$ cat config.mk
export PLATFORM = sky130hd
export DESIGN_NAME = instr_encoder
export DESIGN_NICKNAME = d
export VERILOG_FILES = /design/src/rtl/instr_encoder.sv
export SDC_FILE = /design/constraint.sdc
export NUM_CORES = 1
export LEC_CHECK = 0
export CORE_ASPECT_RATIO = 0.75
export CORE_MARGIN = 10
export CORE_UTILIZATION = 25
export CTS_CLUSTER_SIZE = 10
export DETAILED_ROUTE_END_ITERATION = 10
export SKIP_CTS_REPAIR_TIMING = 1
export SYNTH_ARGS = -nofsm -noshare
export SYNTH_HDL_FRONTEND = slang
export SYNTH_SLANG_ARGS = --single-unit
$ cat constraint.sdc
create_clock -name clk -period 4 [get_ports clk]
set_input_delay 0.8 -clock clk [delete_from_list [all_inputs] [get_ports clk]]
set_output_delay 0.8 -clock clk [all_outputs]
set_load 0.005 [all_outputs]
$ cat src/rtl/instr_encoder.sv
// instr_encoder: packs decoded RV32I instruction fields into 32-bit words,
// range-checks the immediate, and queues {err, instr, addr} in a small FIFO
// feeding the instruction-memory write port with sequential word addresses.
module instr_encoder #(
  parameter int FIFO_DEPTH = 4,
  parameter int ADDR_W     = 10
) (
  input  logic                          clk,
  input  logic                          rst_n,
  input  logic                          in_valid,
  output logic                          in_ready,
  input  logic [2:0]                    in_fmt,
  input  logic [6:0]                    in_opcode,
  input  logic [4:0]                    in_rd,
  input  logic [4:0]                    in_rs1,
  input  logic [4:0]                    in_rs2,
  input  logic [2:0]                    in_funct3,
  input  logic [6:0]                    in_funct7,
  input  logic [31:0]                   in_imm,
  output logic                          out_valid,
  input  logic                          out_ready,
  output logic [31:0]                   out_instr,
  output logic                          out_err,
  output logic [ADDR_W-1:0]             out_addr,
  output logic                          err_seen,
  output logic [$clog2(FIFO_DEPTH):0]   level
);

  localparam int PTR_W = $clog2(FIFO_DEPTH);
  localparam int LVL_W = PTR_W + 1;

  // Instruction formats as presented on in_fmt; 6 and 7 are illegal.
  typedef enum logic [2:0] {
    FMT_R = 3'd0,
    FMT_I = 3'd1,
    FMT_S = 3'd2,
    FMT_B = 3'd3,
    FMT_U = 3'd4,
    FMT_J = 3'd5
  } fmt_e;

  typedef struct packed {
    logic              err;
    logic [31:0]       instr;
    logic [ADDR_W-1:0] addr;
  } entry_t;

  localparam logic [31:0] NOP_WORD = 32'h0000_0013;

  logic signed [31:0] imm_s;
  logic [31:0]        enc_instr;
  logic               enc_err;
  logic               push;
  logic               pop;
  entry_t             head;

  entry_t             mem_q [FIFO_DEPTH];
  entry_t             mem_d [FIFO_DEPTH];
  logic [PTR_W-1:0]   wr_ptr_q, wr_ptr_d;
  logic [PTR_W-1:0]   rd_ptr_q, rd_ptr_d;
  logic [LVL_W-1:0]   level_q, level_d;
  logic [ADDR_W-1:0]  addr_q, addr_d;
  logic               err_seen_q, err_seen_d;

  assign imm_s = $signed(in_imm);

  // Pack the fields per format and flag immediates that do not fit; the word
  // is still built from the truncated bits so the loader can see what it got.
  always_comb begin
    enc_instr = NOP_WORD;
    enc_err   = 1'b1;
    case (in_fmt)
      FMT_R: begin
        enc_instr = {in_funct7, in_rs2, in_rs1, in_funct3, in_rd, in_opcode};
        enc_err   = 1'b0;
      end
      FMT_I: begin
        enc_instr = {in_imm[11:0], in_rs1, in_funct3, in_rd, in_opcode};
        enc_err   = (imm_s < -32'sd2048) || (imm_s > 32'sd2047);
      end
      FMT_S: begin
        enc_instr = {in_imm[11:5], in_rs2, in_rs1, in_funct3, in_imm[4:0], in_opcode};
        enc_err   = (imm_s < -32'sd2048) || (imm_s > 32'sd2047);
      end
      FMT_B: begin
        enc_instr = {in_imm[12], in_imm[10:5], in_rs2, in_rs1, in_funct3,
                     in_imm[4:1], in_imm[11], in_opcode};
        enc_err   = (imm_s < -32'sd4096) || (imm_s > 32'sd4094) || in_imm[0];
      end
      FMT_U: begin
        enc_instr = {in_imm[31:12], in_rd, in_opcode};
        enc_err   = |in_imm[11:0];
      end
      FMT_J: begin
        enc_instr = {in_imm[20], in_imm[10:1], in_imm[11], in_imm[19:12], in_rd, in_opcode};
        enc_err   = (imm_s < -32'sd1048576) || (imm_s > 32'sd1048574) || in_imm[0];
      end
      default: begin
        enc_instr = NOP_WORD;
        enc_err   = 1'b1;
      end
    endcase
  end

  // Handshake: accept only when there is room, independent of the consumer,
  // so a full FIFO never pushes and pops in the same cycle.
  assign in_ready  = (level_q < LVL_W'(FIFO_DEPTH));
  assign out_valid = (level_q != '0);
  assign push      = in_valid && in_ready;
  assign pop       = out_valid && out_ready;

  // Head fields read as zero while the FIFO is empty so a freshly reset
  // block presents an all-zero output bus.
  assign head      = mem_q[rd_ptr_q];
  assign out_instr = out_valid ? head.instr : 32'h0;
  assign out_err   = out_valid ? head.err   : 1'b0;
  assign out_addr  = out_valid ? head.addr  : '0;
  assign err_seen  = err_seen_q;
  assign level     = level_q;

  // Next-state for FIFO storage, pointers, occupancy, address counter and the
  // sticky error flag; pointers wrap naturally because the depth is 2^n.
  always_comb begin
    mem_d      = mem_q;
    wr_ptr_d   = wr_ptr_q;
    rd_ptr_d   = rd_ptr_q;
    level_d    = level_q;
    addr_d     = addr_q;
    err_seen_d = err_seen_q;

    if (push) begin
      mem_d[wr_ptr_q].err   = enc_err;
      mem_d[wr_ptr_q].instr = enc_instr;
      mem_d[wr_ptr_q].addr  = addr_q;
      wr_ptr_d              = wr_ptr_q + PTR_W'(1);
      addr_d                = addr_q + ADDR_W'(1);
      err_seen_d            = err_seen_q | enc_err;
    end

    if (pop) begin
      rd_ptr_d = rd_ptr_q + PTR_W'(1);
    end

    case ({push, pop})
      2'b10:   level_d = level_q + LVL_W'(1);
      2'b01:   level_d = level_q - LVL_W'(1);
      default: level_d = level_q;
    endcase
  end

  // State registers; reset discards all queued words and restarts addressing.
  always_ff @(posedge clk or negedge rst_n) begin
    if (!rst_n) begin
      for (int i = 0; i < FIFO_DEPTH; i++) begin
        mem_q[i] <= '0;
      end
      wr_ptr_q   <= '0;
      rd_ptr_q   <= '0;
      level_q    <= '0;
      addr_q     <= '0;
      err_seen_q <= 1'b0;
    end else begin
      for (int i = 0; i < FIFO_DEPTH; i++) begin
        mem_q[i] <= mem_d[i];
      end
      wr_ptr_q   <= wr_ptr_d;
      rd_ptr_q   <= rd_ptr_d;
      level_q    <= level_d;
      addr_q     <= addr_d;
      err_seen_q <= err_seen_d;
    end
  end

endmodule

==> metrics.md <==
| Metric | Value |
|---|---|
| GPL Wtd Cong | 0.8307 |
| Leading area contributor after synthesis | dfrtp_1 |
| TritonCTS clock tree | done |
| Drt via density | ~4.6 |
| Antenna Nets Post-Route | 0 |
| Asr flop ratio synth | 1.000 |
| Worst hold path type | input pin to asynchronous set/reset pin |
| Multi-input gate area | roughly 4000 µm² |
| Sequential fraction of the synthesis area | 0.5274 |
| Starting Density | 0.2523 |
| Met2 Track Usage GR | 0.1680 |
| Vias in the first global route | about 6600 |
| Crit start category | flip-flop |
| Ys Warns | 0 |
| Number of synthesized flops with an enable pin | 0 |
| Pleak | between 4 and 5 nW |
| CP arrival | about 2500 ps |
| CP Capture Type | output pin |
| Clk pin slew, worst setup/hold paths | 60 ps |
| Synth top area share | 0.5274 |
| Met1 global-route usage | 0.1635 |
| Placed Area | between 10000 and 15000 µm² |
| Status | completed |
| Post-Route WL | ~25000 µm |
| Max FO, Critical Path | 28 |
| Share of layout cells above drive strength 1 | 0.1482 |
| Final core utilization | 0.3177 |
| Gr ovfl total | 0 |
| CTS H-Tree Depth | 4 |
| Yosys reg bits | 190 |
| Rel. slew slack | 0.3466 |
| First-pass GRT wire length | a little under 40000 µm |
| Most crowded layer after global routing | met2 |
| Ys flop type | dfrtp_1 |
| First-pass DRT Iterations | 5 |
| Die height | around 180 µm |
| Data required, critical path | about 3200 ps |
| Net count, final | around 1000 |
| Tot GR Track Use | 0.1163 |
| Boundary pin count | 120 |
| Clk_skew | 8.195 ps |
| RSZ-0062 raised after global routing | false |
| Hold violation count in the final report | 0 |
| Worst slew pin tran | roughly 960 ps |
| Total CTS buffers | 17 |
| Port buffer count | between 100 and 150 |
| Via Count | between 6000 and 7000 |
| VDD IR max | 0.0003943 V |
| Clock Sinks | 190 |
| FMAX | 303.5 MHz |
| MaxCap Viol Count | 0 |
| Syn Nets | 906 |
| Final setup TNS | 0 ps |
| Area Overhead vs Synth | 25.93% |
| Finished Cell Area | between 10000 and 15000 µm² |
| Final Power | roughly 8.4 mW |
| Period utilisation layout | 0.8237 |
| WL/cell | around 18 µm |
| Register area | between 4000 and 5000 µm² |
| Post-synth cell types | 38 |
| Met3 Resource Use GR | 0.04119 |
| Total core area | around 36000 µm² |
| Synth area leaders | dfrtp_1 (53%), mux4_2 (11%), nand2_1 (6.7%) |
| Floorplan row count | 60 |
| Pins Over Slew Limit | 0 |
| Gate Count Post-Synth | slightly above 800 |
| # DRC | 0 |
| Final HPWL DP | between 15000 and 20000 µm |
| Fin crit period | between 3000 and 4000 ps |
| WS Path Type | flip-flop to output pin |
| Power per Cell Area | between 700 and 800 nW/µm² |
| Initial antenna violation count | 0 |
| Maximum number of pins on one net before global-route repair | 92 |
| Area of the mapped netlist | 9015 µm² |
| Filler cell count | 3650 |
| Clock Tree Buf Depth | 2 |
| Syn_area_per_cell | approximately 11 µm² |
| Die ar. | 44130 µm² |
| Root Buffer | clkbuf_16 |
| Latest clock arrival within the worst-skew pair | around 430 ps |
| Setup Viol. Count Final | 0 |
| Min Hold Slack | 386.5 ps |
| Diode count | 0 |
| 1st-iter DRT viols | between 500 and 600 |
| Die X | 239.3 µm |
-- placed cells by master (no fill, tap or decap), types with 2 or more instances in the layout --
cell	instances
dfrtp_1	188
nand2_1	158
clkdlybuf4s50_1	118
o21ai_0	79
o21ai_1	66
and2_1	44
mux4_2	43
mux2_2	27
a21oi_1	23
buf_4	18
clkbuf_16	17
a22oi_1	16
nor2_1	13
xnor2_1	12
nand4_1	12
nor2b_1	11
inv_1	10
mux2i_1	8
mux2_1	8
ha_1	6
nor4_1	5
nand2_2	4
xor2_1	4
a41oi_1	4
nor4_2	3
a31oi_1	3
clkbuf_8	3
inv_6	3
buf_12	3
nand3_1	2
nor3_1	2
a211oi_1	2
clkinvlp_4	2
bufinv_16	2
clkinv_2	2
-- registers in the layout, indices dropped and copies added (netlist names) --
register	flops
err_seen	1
addr_q	10
mem_q	172
level	3
wr_ptr_q	2
rd_ptr_q	2
-- cell type report --
type | count | area share
clock buffers | 20 | 0.04023
clock inverters | 11 | 0.01157
inverters | 11 | 0.003637
multi-input cells | 566 | 0.3516
flip-flops and latches | 190 | 0.4193
well taps | 465 | 0.05125
repair buffers | 140 | 0.1225
-- logic make-up after synthesis --
| group | after synthesis | share of synthesized area |
|---|---|---|
| simple gates | 262 | 0.1364 |
| compound gates | 195 | 0.1183 |
| flops | 190 | 0.5274 |
| mux | 86 | 0.1600 |
| buf+inv | 72 | 0.03178 |
| xor+xnor | 16 | 0.01554 |
| fa+ha+maj | 7 | 0.01055 |
-- final timing paths --
path                                          from                endpoint  slack [ps]  cells past startpoint
max                        rd_ptr_q[1]$_DFFE_PN0P_            out_instr[9]         710                      4
min                                          rst_n   mem_q[95]$_DFFE_PN0P_         390                      1
max reg2reg                   level[2]$_DFFE_PN0P_    level[2]$_DFFE_PN0P_        1870                      9
min reg2reg                  mem_q[72]$_DFFE_PN0P_   mem_q[72]$_DFFE_PN0P_         480                      2
max in group asynchronous                    rst_n  mem_q[151]$_DFFE_PN0P_        2710                      2
min in group clk             mem_q[72]$_DFFE_PN0P_   mem_q[72]$_DFFE_PN0P_         480                      2
-- worst max-delay path: stages, from the launching register on --
cell and delay (ps):
dfrtp_2 710, buf_12 290, mux4_2 380, and2_1 220
clkdlybuf4s50_1 460
-- where the power goes --
part	switching [mW]	leakage [nW]	internal, mW	total, mW
logic	1.55	2.08	1.95	3.50
registers	0.486	2.42	2.73	3.21
clock network	0.751	0.285	0.961	1.71
total	2.79	4.78	5.63	8.42
-- synthesized netlist by cell type (2+ instances only) --
| master | number |
|---|---|
| nor4_2 | 3 |
| dfrtp_1 | 190 |
| nand2_1 | 162 |
| nor4_1 | 5 |
| mux2_2 | 27 |
| nor3_1 | 2 |
| a21oi_1 | 23 |
| o21ai_1 | 66 |
| a31oi_1 | 3 |
| nand4_1 | 12 |
| buf_1 | 5 |
| a41oi_1 | 4 |
| buf_2 | 13 |
| nor2b_1 | 12 |
| a22oi_1 | 16 |
| a211oi_1 | 2 |
| mux2i_1 | 8 |
| o21ai_0 | 79 |
| xnor2_1 | 12 |
| clkbuf_1 | 43 |
| nor2_1 | 13 |
| nand3_1 | 3 |
| xor2_1 | 4 |
| inv_1 | 10 |
| mux4_2 | 43 |
| mux2_1 | 8 |
| ha_1 | 6 |
| and2_1 | 44 |
-- metrics by stage --
step	setup WS [ps]	cells
finish	705.2	1403
global route	575.7	1403
CTS	639.8	1403
detailed placement	1071	1372
global placement	1079	1372
floorplan	1540	828
-- per-layer routing --
layer  vias up  wire, µm
met5         -         0
met4         0       141
met3        11      1838
met2       153     10730
met1      3225     12340
li1       3111         -
Power figures use the tool's default switching activity.
